===== config.mk =====
export PLATFORM = sky130hd
export DESIGN_NAME = xbus_decoder
export DESIGN_NICKNAME = d
export VERILOG_FILES = /design/src/rtl/xbus_pkg.sv /design/src/rtl/xbus_match.sv /design/src/rtl/xbus_decoder.sv
export SDC_FILE = /design/constraint.sdc
export NUM_CORES = 1
export LEC_CHECK = 0
export CAP_MARGIN = 10
export CORE_MARGIN = 3
export CORE_UTILIZATION = 40
export CTS_BUF_LIST = sky130_fd_sc_hd__clkbuf_2 sky130_fd_sc_hd__clkbuf_4 sky130_fd_sc_hd__clkbuf_8
export DETAILED_ROUTE_END_ITERATION = 8
export GPL_ROUTABILITY_DRIVEN = 0
export PLACE_DENSITY = 0.72
export SETUP_SLACK_MARGIN = 0.5
export SYNTH_ARGS = -nofsm -noshare
export SYNTH_HDL_FRONTEND = slang
export SYNTH_HIERARCHICAL = 1
export SYNTH_SLANG_ARGS = --single-unit

===== constraint.sdc =====
create_clock -name clk -period 1.6 [get_ports clk]
set_input_delay 0.32 -clock clk [delete_from_list [all_inputs] [get_ports clk]]
set_output_delay 0.32 -clock clk [all_outputs]
set_load 0.01 [all_outputs]

===== src/rtl/xbus_pkg.sv =====
// Shared definitions for the xbus address decoder: FSM state encoding,
// response-data zero constant and timeout counter width.
package xbus_pkg;

  typedef enum logic [1:0] {
    ST_IDLE   = 2'd0,
    ST_ACCESS = 2'd1,
    ST_RESP   = 2'd2,
    ST_ERR    = 2'd3
  } state_t;

  localparam int unsigned DATA_W_MAX = 1024;
  localparam logic [DATA_W_MAX-1:0] RESP_ZERO = '0;

  localparam int unsigned TMO_W = 8;

endpackage


===== src/rtl/xbus_match.sv =====
// Mask/compare address matcher with a lowest-index-wins priority encoder.
module xbus_match #(
  parameter int ADDR_W = 32,
  parameter int N_SLV  = 4,
  parameter int IDX_W  = 2
) (
  input  logic [ADDR_W-1:0]       addr,
  input  logic [N_SLV*ADDR_W-1:0] base,
  input  logic [N_SLV*ADDR_W-1:0] mask,
  output logic                    hit,
  output logic [IDX_W-1:0]        idx
);

  logic [N_SLV-1:0] hit_vec;

  for (genvar gi = 0; gi < N_SLV; gi++) begin : g_cmp
    assign hit_vec[gi] =
      ((addr & mask[gi*ADDR_W +: ADDR_W]) == base[gi*ADDR_W +: ADDR_W]);
  end

  assign hit = |hit_vec;

  // Scan from the top down so the lowest matching index is the last write.
  always_comb begin
    idx = '0;
    for (int i = N_SLV - 1; i >= 0; i--) begin
      if (hit_vec[i]) idx = IDX_W'(i);
    end
  end

endmodule


===== src/rtl/xbus_decoder.sv =====
// Single-master to N-slave address decoder with sticky error trap.
// Optional ACCESS timeout enabled by defining XBUS_DECODER_TIMEOUT_EN.
module xbus_decoder
  import xbus_pkg::*;
#(
  parameter int ADDR_W = 32,
  parameter int DATA_W = 32,
  parameter int N_SLV  = 4,
  parameter logic [N_SLV*ADDR_W-1:0] SLV_BASE = '0,
  parameter logic [N_SLV*ADDR_W-1:0] SLV_MASK = '0,
  parameter int TMO_CYC = 255
) (
  input  logic                    clk,
  input  logic                    rst_n,
  input  logic [ADDR_W-1:0]       addr,
  input  logic                    sel,
  output logic                    ready,
  output logic [DATA_W-1:0]       data_to_rd,
  output logic [N_SLV-1:0]        slv_sel,
  input  logic [N_SLV-1:0]        slv_ready,
  input  logic [N_SLV*DATA_W-1:0] slv_data,
  output logic                    trap,
  output logic [ADDR_W-1:0]       trap_addr,
  input  logic                    trap_clr
);

  localparam int IDX_W = (N_SLV > 1) ? $clog2(N_SLV) : 1;
  localparam logic [TMO_W-1:0] TMO_LIM = TMO_W'(TMO_CYC);

  state_t              state_reg, state_next;
  logic [IDX_W-1:0]    idx_reg;
  logic [ADDR_W-1:0]   addr_reg;
  logic [DATA_W-1:0]   data_reg;
  logic                trap_reg;
  logic [ADDR_W-1:0]   trap_addr_reg;

  logic                hit;
  logic [IDX_W-1:0]    hit_idx;
  logic                cur_ready;
  logic [DATA_W-1:0]   cur_data;
  logic                tmo;

  xbus_match #(
    .ADDR_W (ADDR_W),
    .N_SLV  (N_SLV),
    .IDX_W  (IDX_W)
  ) u_match (
    .addr (addr),
    .base (SLV_BASE),
    .mask (SLV_MASK),
    .hit  (hit),
    .idx  (hit_idx)
  );

  assign cur_ready = slv_ready[idx_reg];
  assign cur_data  = slv_data[idx_reg*DATA_W +: DATA_W];

`ifdef XBUS_DECODER_TIMEOUT_EN
  logic [TMO_W-1:0] tmo_cnt_reg;

  // Held at zero outside ACCESS, so every ACCESS entry starts from zero.
  always_ff @(posedge clk or negedge rst_n) begin
    if (!rst_n) begin
      tmo_cnt_reg <= '0;
    end else if (state_reg == ST_ACCESS) begin
      tmo_cnt_reg <= tmo_cnt_reg + 1'b1;
    end else begin
      tmo_cnt_reg <= '0;
    end
  end

  // Fires on the ACCESS cycle whose increment brings the count to the limit.
  assign tmo = (state_reg == ST_ACCESS) && ((tmo_cnt_reg + 1'b1) == TMO_LIM);
`else
  logic unused_tmo;
  assign unused_tmo = ^TMO_LIM;
  assign tmo = 1'b0;
`endif

  always_comb begin
    state_next = state_reg;
    case (state_reg)
      ST_IDLE: begin
        if (sel) state_next = hit ? ST_ACCESS : ST_ERR;
      end
      ST_ACCESS: begin
        if (cur_ready)  state_next = ST_RESP;
        else if (tmo)   state_next = ST_ERR;
      end
      ST_RESP:  state_next = ST_IDLE;
      ST_ERR:   state_next = ST_IDLE;
      default:  state_next = ST_IDLE;
    endcase
  end

  always_ff @(posedge clk or negedge rst_n) begin
    if (!rst_n) begin
      state_reg <= ST_IDLE;
      idx_reg   <= '0;
      addr_reg  <= '0;
      data_reg  <= '0;
    end else begin
      state_reg <= state_next;
      if (state_reg == ST_IDLE && sel) begin
        idx_reg  <= hit_idx;
        addr_reg <= addr;
      end
      if (state_reg == ST_ACCESS && cur_ready) begin
        data_reg <= cur_data;
      end
    end
  end

  // A new fault beats a same-cycle clear and then counts as the first fault.
  always_ff @(posedge clk or negedge rst_n) begin
    if (!rst_n) begin
      trap_reg      <= 1'b0;
      trap_addr_reg <= '0;
    end else if (state_reg == ST_ERR) begin
      trap_reg <= 1'b1;
      if (!trap_reg || trap_clr) trap_addr_reg <= addr_reg;
    end else if (trap_clr) begin
      trap_reg <= 1'b0;
    end
  end

  for (genvar gi = 0; gi < N_SLV; gi++) begin : g_sel
    assign slv_sel[gi] = (state_reg == ST_ACCESS) && (idx_reg == IDX_W'(gi));
  end

  assign ready      = (state_reg == ST_RESP) || (state_reg == ST_ERR);
  assign data_to_rd = (state_reg == ST_RESP) ? data_reg : RESP_ZERO[DATA_W-1:0];
  assign trap       = trap_reg;
  assign trap_addr  = trap_addr_reg;

endmodule


# Word level (Yosys, flattened, before mapping)
# Cells that the tools add are included.
[word_totals]
output_inout_bits = 70
wordCells = 26
regBits = 99
[op_classes]
n_mux = 6
n_eq_ne = 5
n_reduce_logical = 10
[op_table]
columns = ["operator", "n"]
rows = [
  ["32-bit two-way mux", 1],
  ["2-bit one-hot mux with 3 select lines", 1],
  ["2-bit == test, second input constant", 2],
  ["2-bit two-way mux", 2],
  ["2-bit inequality test, second input constant", 2],
  ["2-bit AND reduction", 2],
  ["2-bit by 1-bit == test with 1-bit output, second input constant", 1],
  ["1-bit logical AND", 2],
  ["2-bit logical NOT", 1],
  ["1-bit logical OR", 2],
  ["1-bit two-way mux", 2],
  ["2-bit nonzero test", 1],
  ["2-bit OR reduction", 1],
  ["1-bit logical NOT", 1],
]

# Depth between registers and ports, before layout
# Gate-level depths: netlist (run 1).
[logic_depth]
word_depth = 3
ltp_mapped = 9
depth_no_buf = 8

# By module
# Netlist (run 1), hierarchy kept.
[by_module_without_submodules]
columns = ["mod", "n_inst", "area_per_inst_um2", "cells_each", "seq_area_each_um2"]
rows = [
  ["xbus_decoder", 1, 4824.6, 309, 2527.4],
  ["xbus_match", 1, 2397.3, 351, 0.0],
]

# Least setup slack after synthesis (run 1)
# Ideal clock, no wire load.
[synth_timing]
path_kind = "register -> register"
start = "register, netlist name idx_reg[0]"
end = "register data_reg[10]"
path_stages_with_launch = 6
setup_ns = 0.125
path_buffers = 2
arrival_time_ns = 1.594
path_slack_ns = -0.118
synth_period_minus_slack_ns = 1.718
path_cell_list = "dfrtp_1 buf_6 or3b_4 o22ai_4 buf_6 mux2_2"
[synth_rtl]
columns = ["item", "line_no", "source"]
rows = [
  ["end signal: assignment", "xbus_decoder.sv:109", "data_reg <= cur_data;"],
  ["end: declaration", "xbus_decoder.sv:33", "logic [DATA_W-1:0] data_reg;"],
]

# Worst setup path in the final report (run 1)
[layout_timing]
start = "register state_reg[0]"
end = "output port slv_sel[0]"
[layout_via]
elab_chain_len = 1
[layout_rtl]
columns = ["item", "line_no", "source"]
rows = [
  ["start: declaration", "xbus_decoder.sv:30", "state_t state_reg, state_next;"],
  ["start signal: assignment", "xbus_decoder.sv:103", "state_reg <= state_next;"],
  ["2-bit by 1-bit == test with 1-bit output", "xbus_decoder.sv:128", "assign slv_sel[gi] = (state_reg == ST_ACCESS) && (idx_reg == IDX_W'(gi));"],
  ["end: declaration", "xbus_decoder.sv:19", "output logic [N_SLV-1:0] slv_sel,"],
]
# Every way passes these cells.

==> flow_metrics.py, run 1 <==
metrics = {
    "critical_path": {
        "required_ns": 1.28,
        "path_buf_inv": 2,
        "crit_type": "flop to output pin",
        "cp_data_arrival_time_ns": 1.60,
        "reg2regPathDepth": 6,
        "cp-start-kind": "flop",
        "max_stage_delay_ns": 0.43,
        "crit_path_end_kind": "output pin",
        "regToRegEndpoint": "data_reg[6]",
        "crit_fanout": 3,
        "ff2ff_setup_slack_ns": -0.30,
        "path_cells": "buf_6 -> or3b_4 -> nor2_2 -> buf_2",
        "r2r_start": "state_reg[0]",
        "slowest_stage": "dfrtp_1",
        "critPathTopFamily": "simple AND/OR/NAND/NOR gates",
    },
    "logic_synthesis": {
        "synth_area_um2": 7220,
        "synthCells": 660,
        "synth_warnings": 6,
        "synth_edf_count": 0,
        "ys_types": 38,
        "synth-seq-area-share_pct": 35.0,
        "synth_ff_type": "dfrtp_1",
        "ys_ff_latch": 101,
        "async_reset_ff_share_pct": 100,
        "synth_area_per_cell_um2": 10.9,
    },
    "power_and_ir_drop": {
        "vdd_ir_drop_max_uv": 904,
        "power_density_nw_per_um2": 1110,
        "total_power_mw": 15.3,
        "p_leak_nw": 7.08,
    },
    "floorplan": {
        "die_area_um2": 19700,
        "core_area_um2": 17500,
        "die_y_um": 140,
        "start_util_pct": 41.3,
        "ios": 238,
        "die_w_um": 140,
        "num_rows": 48,
    },
    "flow_run": {
        "drv_cap": 0,
    },
    "hold_path": {
        "hp-class": "input port to async pin",
    },
    "global_routing": {
        "antenna_found_initial": 5,
        "globalRouteTotalUtil_pct": 26.2,
        "grt_pass1_vias": 7509,
        "grt_remaining_overflow": 0,
        "grt_max_degree": 41,
        "grt_first_pass_wirelength_um": 40400,
    },
    "clocking": {
        "cts_buffers": 9,
        "clockBufferDepth": 2,
        "cts_root_buf": "clkbuf_8",
        "clock-sinks": 101,
        "clkLatencyLatePin_ns": 0.38,
        "h-tree-depth": 3,
        "cts.clk_slew.worst_paths_ns": 0.11,
        "cts_tree": "yes",
    },
    "drt": {
        "drc": 0,
        "dr_total_vias": 7673,
        "ant_nets": 0,
        "drt_pass1_iterations": 4,
        "viasPerCell": 4.38,
        "routed_wl_um": 27300,
        "routedWlPerCell_um": 15.6,
        "drtIter0Drc": 247,
    },
    "status": {
        "violations": "negative setup slack",
        "status": "finished, violations left",
    },
    "placement": {
        "place_hpwl_um": 19100,
        "dp_slack_ns": -0.221,
        "dp_cells": 1658,
        "portBuffers": 237,
    },
    "cells_and_area": {
        "nets": 1685,
        "post-route-util_pct": 78.8,
        "drive_above_1_share_pct": 26.5,
        "area_delta_synth_final_pct": 90.7,
        "layout.cells.non_filler": 1751,
        "final_common_cell": "conb_1",
        "mostFrequentLayoutCells": "conb_1, clkdlybuf4s50_1, dfrtp_1, mux2_4, buf_4",
    },
    "sta": {
        "finalClockSkew_ns": 0.0189,
        "timing.hold.ws_ns": 0.413,
        "hold_viol_final": 0,
        "finalCriticalPeriod_ns": 1.92,
        "grt_setup_unrepaired": "yes",
        "layout_setup_ws_ns": -0.325,
        "finalSetupViolCount": 127,
        "max_freq_ghz": 0.519,
        "period_share_pct": 120,
        "report.final.slew_viol_count": 0,
    },
}
## power breakdown
| group | leakage, nW | switching, mW | total (mW) | internal, mW |
|---|---|---|---|---|
| combinational | 5.78 | 3.04 | 8.87 | 5.84 |
| sequential | 1.20 | 0.826 | 4.67 | 3.84 |
| clock | 0.103 | 0.915 | 1.71 | 0.798 |
## synth_stat cells, drive strengths merged (2+ instances only)
cell / instances / area, µm²
dfrtp: 101 / 2530
mux2: 98 / 1100
a21oi: 66 / 330
and3: 64 / 404
a21o: 33 / 253
a211oi: 32 / 255
a21boi: 32 / 240
and2: 32 / 200
and3b: 32 / 280
mux4: 32 / 721
nand3: 32 / 165
o22a: 32 / 280
buf: 21 / 129
nand4: 16 / 100
nor2: 7 / 26.3
clkbuf: 6 / 22.5
inv: 5 / 18.8
nand2: 3 / 11.3
nor4: 3 / 33.8
mux2i: 2 / 20.0
o21ai: 2 / 10.0
## worst max-delay path by stage
stage	start	end	cells past startpoint
finish	state_reg[0]	slv_sel[0]	4
global route	state_reg[0]	slv_sel[0]	4
CTS	state_reg[0]	slv_sel[0]	4
detailed placement	slv_ready[3]	data_reg[24]	5
global placement	slv_ready[3]	data_reg[7]	5
floorplan	idx_reg[0]	data_reg[10]	5
## routing by layer
metal  wire length [µm]  vias to the layer above  global-route usage (%)
li1                   -                     3819                       -
met1              11000                     3604                    31.2
met2              14300                      207                    48.4
met3               1310                       41                    5.09
met4                608                        2                    6.63
met5                 11                        -                       0
## layout make-up
cell class              instances  area [µm²]
diodes                          4        10.0
clock buffers                  12         153
clock inverters                 4        47.5
fillers                      1213        3710
inverters                       5        18.8
multi-input cells            1038        6930
flip-flops and latches        101        2530
well taps                     225         282
repair buffers                362        3800
## through the flow
step,area (µm²),setup TNS (ns)
2_1_floorplan,9520,-3.40
3_3_place_gp,12400,-21.32
3_5_place_dp,12400,-22.39
4_1_cts,13300,-19.67
5_1_grt,13800,-32.21
6_report,13800,-24.91
## repair_timing
item,4_1_cts,5_1_grt
hold buffers,1,0
pin swaps,7,26
resized for setup,373,47
buffers inserted,44,15
gates cloned,9,4
endpoints found under the setup margin,170,170
hold endpoints to repair,22,0
## cell families (layout without fill, tap and decap cells)
logic type | after synthesis | in the layout | synth area share, %
compound gates | 199 | 199 | 19.4
simple gates | 195 | 195 | 17.7
mux | 132 | 132 | 25.5
flops | 101 | 101 | 35.0
buf+inv | 32 | 383 | 2.36
other cells | 1 | 516 | 0.0519
Power figures use the tool's default switching activity.
==> inputs of run 2 (changes only) <==
CORE_UTILIZATION = 35   (was 40)
PLACE_DENSITY = 0.77   (was 0.72)
RECOVER_POWER = 100   (was unset)
SYNTH_HIERARCHICAL = unset   (was 1)
TNS_END_PERCENT = 100   (was unset)
==> flow_metrics.py, run 2 <==
metrics = {
    "status": {
        "status": "finished, violations left",
        "violations": "negative setup slack",
    },
    "clocking": {
        "cts.clk_slew.worst_paths_ns": 0.09,
        "h-tree-depth": 3,
        "clockBufferDepth": 2,
        "cts_root_buf": "clkbuf_8",
        "cts_tree": "yes",
        "clkLatencyLatePin_ns": 0.37,
        "cts_buffers": 9,
        "clock-sinks": 99,
    },
    "critical_path": {
        "cp-start-kind": "flop",
        "crit_path_end_kind": "output pin",
        "slowest_stage": "dfrtp_1",
        "crit_fanout": 5,
        "path_cells": "nor2b_4 -> clkbuf_16 -> buf_12 -> buf_16 -> and2_4 -> buf_6",
        "cp_data_arrival_time_ns": 1.58,
        "critPathTopFamily": "buffers and inverters",
        "required_ns": 1.28,
        "path_buf_inv": 4,
        "max_stage_delay_ns": 0.42,
        "crit_type": "flop to output pin",
    },
    "power_and_ir_drop": {
        "vdd_ir_drop_max_uv": 1070,
        "p_leak_nw": 2.92,
        "power_density_nw_per_um2": 1500,
        "total_power_mw": 9.67,
    },
    "logic_synthesis": {
        "synth_warnings": 0,
        "synth-seq-area-share_pct": 63.1,
        "synth_top_area_share_pct": 63.1,
        "synth_top_cell_by_area": "dfrtp_1",
        "synth_common_cells": "dfrtp_1, mux2_2, and2_1",
        "ys_top_cells_by_area": "dfrtp_1, mux2_2, and2_1, buf_4, mux2_1",
        "yosysMostFrequentCell": "dfrtp_1",
        "async_reset_ff_share_pct": 100,
        "ys_types": 18,
        "synth_ff_type": "dfrtp_1",
        "synthCells": 257,
        "synth_area_um2": 3930,
        "synth_edf_count": 0,
        "synth_area_per_cell_um2": 15.3,
        "ys_ff_latch": 99,
    },
    "cells_and_area": {
        "n_fill_cell": 875,
        "multi_input_area_um2": 1480,
        "nets": 613,
        "final_common_cell": "dfrtp_1",
        "area_delta_synth_final_pct": 63.7,
        "post-route-util_pct": 59.0,
        "mostFrequentLayoutCells": "dfrtp_1, mux2_2, clkdlybuf4s50_1, buf_6, buf_2",
        "finish.instance_area_um2": 6430,
        "n_antenna_cell": 0,
        "drive_above_1_share_pct": 59.3,
        "ff_latch_area_um2": 2480,
    },
    "global_routing": {
        "antenna_found_initial": 0,
        "grt_max_degree": 44,
        "grt_remaining_overflow": 0,
        "grt_first_pass_wirelength_um": 16300,
        "grt_pass1_vias": 3075,
        "globalRouteTotalUtil_pct": 16.9,
    },
    "sta": {
        "report.final.slew_viol_count": 0,
        "period_share_pct": 119,
        "maxSlewHeadroom_pct": 59.3,
        "finalSetupViolCount": 97,
        "finalClockSkew_ns": 0.00421,
        "hold_viol_final": 0,
        "timing.hold.ws_ns": 0.483,
        "worst_pin_slew_ns": 0.611,
        "grt_setup_unrepaired": "yes",
        "finalCriticalPeriod_ns": 1.90,
        "max_freq_ghz": 0.527,
        "layout_setup_ws_ns": -0.298,
    },
    "placement": {
        "dp_slack_ns": -0.136,
        "place_hpwl_um": 6240,
        "placed_area_um2": 5560,
        "portBuffers": 135,
    },
    "floorplan": {
        "ios": 238,
        "start_util_pct": 36.1,
        "core_area_um2": 10900,
        "num_rows": 38,
        "die_y_um": 112,
        "die_area_um2": 12500,
        "die_w_um": 112,
    },
    "drt": {
        "viasPerCell": 4.62,
        "drt_pass1_iterations": 4,
        "ant_nets": 0,
        "routed_wl_um": 10300,
        "drc": 0,
        "drtIter0Drc": 69,
        "dr_total_vias": 2723,
        "routedWlPerCell_um": 17.5,
    },
    "flow_run": {
        "drv_cap": 0,
    },
    "hold_path": {
        "hp-class": "input port to async pin",
    },
}
-- run 2: logic make-up (layout without fill, tap and decap cells) --
| logic type | Yosys count | count (layout) | share of synthesized area (%) |
|---|---|---|---|
| buffers and inverters | 19 | 210 | 2.58 |
| other | 1 | 3 | 0.0955 |
| AO/OA/AOI/OAI | 3 | 3 | 0.478 |
| flip-flops | 99 | 99 | 63.1 |
| multiplexers | 96 | 96 | 27.5 |
| AND/OR/NAND/NOR | 39 | 39 | 6.21 |
-- run 2: worst register-to-register path, stage by stage, from the launching register on --
cell	delay, ns
dfrtp_1	0.42
buf_4	0.15
buf_6	0.11
nand2b_4	0.14
nor2_4	0.18
buf_6	0.15
bufbuf_16	0.24
mux2_2	0.32
-- run 2: final timing paths --
check	start	endpoint	slack, ns	cells after the start
max	state_reg[0]	data_to_rd[17]	-0.30	6
min	rst_n	addr_reg[1]	0.48	2
max reg2reg	state_reg[0]	addr_reg[8]	-0.21	7
min reg2reg	trap_addr[5]	trap_addr[5]	0.50	1
max in group asynchronous	rst_n	data_reg[17]	0.15	3
min in group clk	trap_addr[5]	trap_addr[5]	0.50	1
-- run 2: stage by stage --
stage / std cells / setup TNS, ns
floorplan: 259 / 0
global placement: 530 / -9.82
detailed placement: 530 / -10.61
CTS: 582 / -9.69
global route: 590 / -21.99
finish: 590 / -12.09
-- run 2: what timing repair did --
action                     CTS  global route
gates cloned                11             2
hold buffers                 1             0
gates resized for setup    342            40
pin swaps                   19             9
hold endpoints to repair    21             0
buffers inserted            24             6
setup endpoints to repair  163           165
-- run 2: where the power goes --
group	leakage [nW]	internal, mW	switching [mW]
combinational	1.65	2.57	1.37
sequential	1.17	3.65	0.604
clock	0.0953	0.579	0.891
-- run 2: layout make-up --
cell class / instances / share of cell area (%)
inverters: 3 / 0.175
flip-flops and latches: 99 / 38.6
multi-input cells: 141 / 23.1
clock inverters: 7 / 0.818
repair buffers: 191 / 32.7
well taps: 140 / 2.73
clock buffers: 9 / 1.93
-- run 2: metal layers --
metal	global-route usage (%)	wire length [µm]	vias to the layer above
li1	-	-	1248
met1	18.9	3990	1367
met2	28.9	5270	103
met3	8.80	1010	5
met4	3.41	65	0
met5	0	0	-
==> inputs of run 3 (changes only) <==
SKIP_CTS_REPAIR_TIMING = 1   (was unset)
==> flow_metrics.py, run 3 (synthesis gave the netlist of run 2 again) <==
metrics = {
    "status": {
        "status": "finished, violations left",
        "violations": "negative setup slack",
    },
    "flow_run": {
        "drv_cap": 0,
    },
    "global_routing": {
        "grt_pass1_vias": 2789,
        "antenna_found_initial": 0,
        "grt_first_pass_wirelength_um": 14200,
        "grt_remaining_overflow": 0,
        "globalRouteTotalUtil_pct": 14.5,
        "grt_max_degree": 44,
    },
    "power_and_ir_drop": {
        "swShare_pct": 29.9,
        "seq_power_share_pct": 45.7,
        "internal-power_mw": 6.51,
        "vdd_ir_drop_max_uv": 936,
        "power_frac_comb_pct": 38.5,
        "switchingPower_mw": 2.78,
        "power_density_nw_per_um2": 1510,
        "pwr-share-clk_pct": 15.8,
        "p_leak_nw": 2.84,
    },
    "placement": {
        "place_hpwl_um": 6240,
        "portBuffers": 135,
    },
    "critical_path": {
        "crit_fanout": 5,
        "critPathTopFamily": "buffers and inverters",
        "required_ns": 1.28,
        "crit_path_end_kind": "output pin",
        "cp-start-kind": "flop",
        "max_stage_delay_ns": 0.41,
        "r2r_start": "state_reg[0]",
        "cp_data_arrival_time_ns": 1.57,
        "slowest_stage": "dfrtp_2",
        "critPathLaunch": "state_reg[1]",
        "path_buf_inv": 4,
        "path_cells": "nor2b_4 -> buf_6 -> buf_6 -> buf_4 -> and2_1 -> buf_2",
        "crit_type": "flop to output pin",
        "cp_common_cell": "buf_6",
    },
    "drt": {
        "drc": 0,
        "drtIter0Drc": 75,
        "dr_total_vias": 2661,
        "routed_wl_um": 10200,
        "ant_nets": 0,
        "drt_pass1_iterations": 4,
        "routedWlPerCell_um": 17.5,
        "viasPerCell": 4.57,
    },
    "cells_and_area": {
        "mostFrequentLayoutCells": "dfrtp_1, mux2_2, clkdlybuf4s50_1, buf_6, clkbuf_2",
        "area_delta_synth_final_pct": 56.8,
        "drive_above_1_share_pct": 56.8,
        "n_antenna_cell": 0,
        "final_common_cell": "dfrtp_1",
        "nets": 605,
        "n_fill_cell": 899,
    },
    "floorplan": {
        "die_y_um": 112,
        "num_rows": 38,
        "ios": 238,
        "start_util_pct": 36.1,
        "die_area_um2": 12500,
        "core_area_um2": 10900,
        "die_w_um": 112,
    },
    "sta": {
        "tns_ns": -17.19,
        "layout_setup_ws_ns": -0.289,
        "finalClockSkew_ns": 0.00557,
        "worst_pin_slew_ns": 0.600,
        "maxSlewHeadroom_pct": 60.0,
        "finalCriticalPeriod_ns": 1.89,
        "finalSetupViolCount": 108,
        "report.final.slew_viol_count": 0,
        "timing.hold.ws_ns": 0.473,
        "hold_viol_final": 0,
        "max_freq_ghz": 0.529,
        "grt_setup_unrepaired": "yes",
        "period_share_pct": 118,
    },
    "clocking": {
        "clock-sinks": 99,
        "h-tree-depth": 3,
        "clkLatencyLatePin_ns": 0.37,
        "clockBufferDepth": 2,
        "cts.clk_slew.worst_paths_ns": 0.09,
        "cts_root_buf": "clkbuf_8",
        "cts_buffers": 9,
        "cts_tree": "yes",
    },
    "hold_path": {
        "hp-class": "input port to async pin",
    },
}
[run 3: worst reg2reg max path, stage by stage (launching register included)]
cell       delay (ns)
dfrtp_1          0.42
buf_4            0.15
buf_6            0.11
nor2b_4          0.12
nand2_1          0.37
clkbuf_16        0.26
mux2_2           0.34
[run 3: cell type report]
type                            count  area [µm²]  area share (%)
Clock buffer                        9         124            2.01
Timing Repair Buffer              183        1830            29.7
Inverter                            3        11.3           0.183
Multi-Input combinational cell    141        1490            24.2
Sequential cell                    99        2480            40.3
Clock inverter                      7        52.6           0.854
Tap cell                          140         175            2.85
[run 3: power by group through the flow]
stage,logic [mW],clock network (mW),registers (mW)
floorplan,1.50,0,4.31
global placement,3.19,0,4.17
detailed placement,3.26,0,4.27
CTS,3.28,1.55,4.21
global route,3.85,1.66,4.40
finish,3.57,1.47,4.25
[run 3: final timing paths]
check / end / slack [ns] / cells after the start
max: data_to_rd[8] / -0.29 / 6
min: addr_reg[1] / 0.47 / 2
max reg2reg: data_reg[19] / -0.27 / 6
min reg2reg: data_reg[6] / 0.50 / 1
max in group asynchronous: trap_addr[25] / 0.16 / 3
min in group clk: data_reg[6] / 0.50 / 1
[run 3: metrics by stage]
stage	util, %	instance area [µm²]	worst slack (ns)	instances	power, mW
6_report	56.5	6160	-0.289	582	9.30
5_1_grt	56.5	6160	-0.370	582	9.91
2_1_floorplan	-	4010	0.279	259	5.81
3_3_place_gp	51.1	5560	-0.137	530	7.35
4_1_cts	52.7	5740	-0.592	546	9.05
3_5_place_dp	51.1	5560	-0.136	530	7.53
[run 3: layer usage]
metal	track usage, %	up-vias	share of wire (%)
li1	-	1235	-
met2	23.2	103	50
met4	3.41	0	0.64
met3	8.26	5	9.1
met1	17.0	1318	40
met5	0	-	0
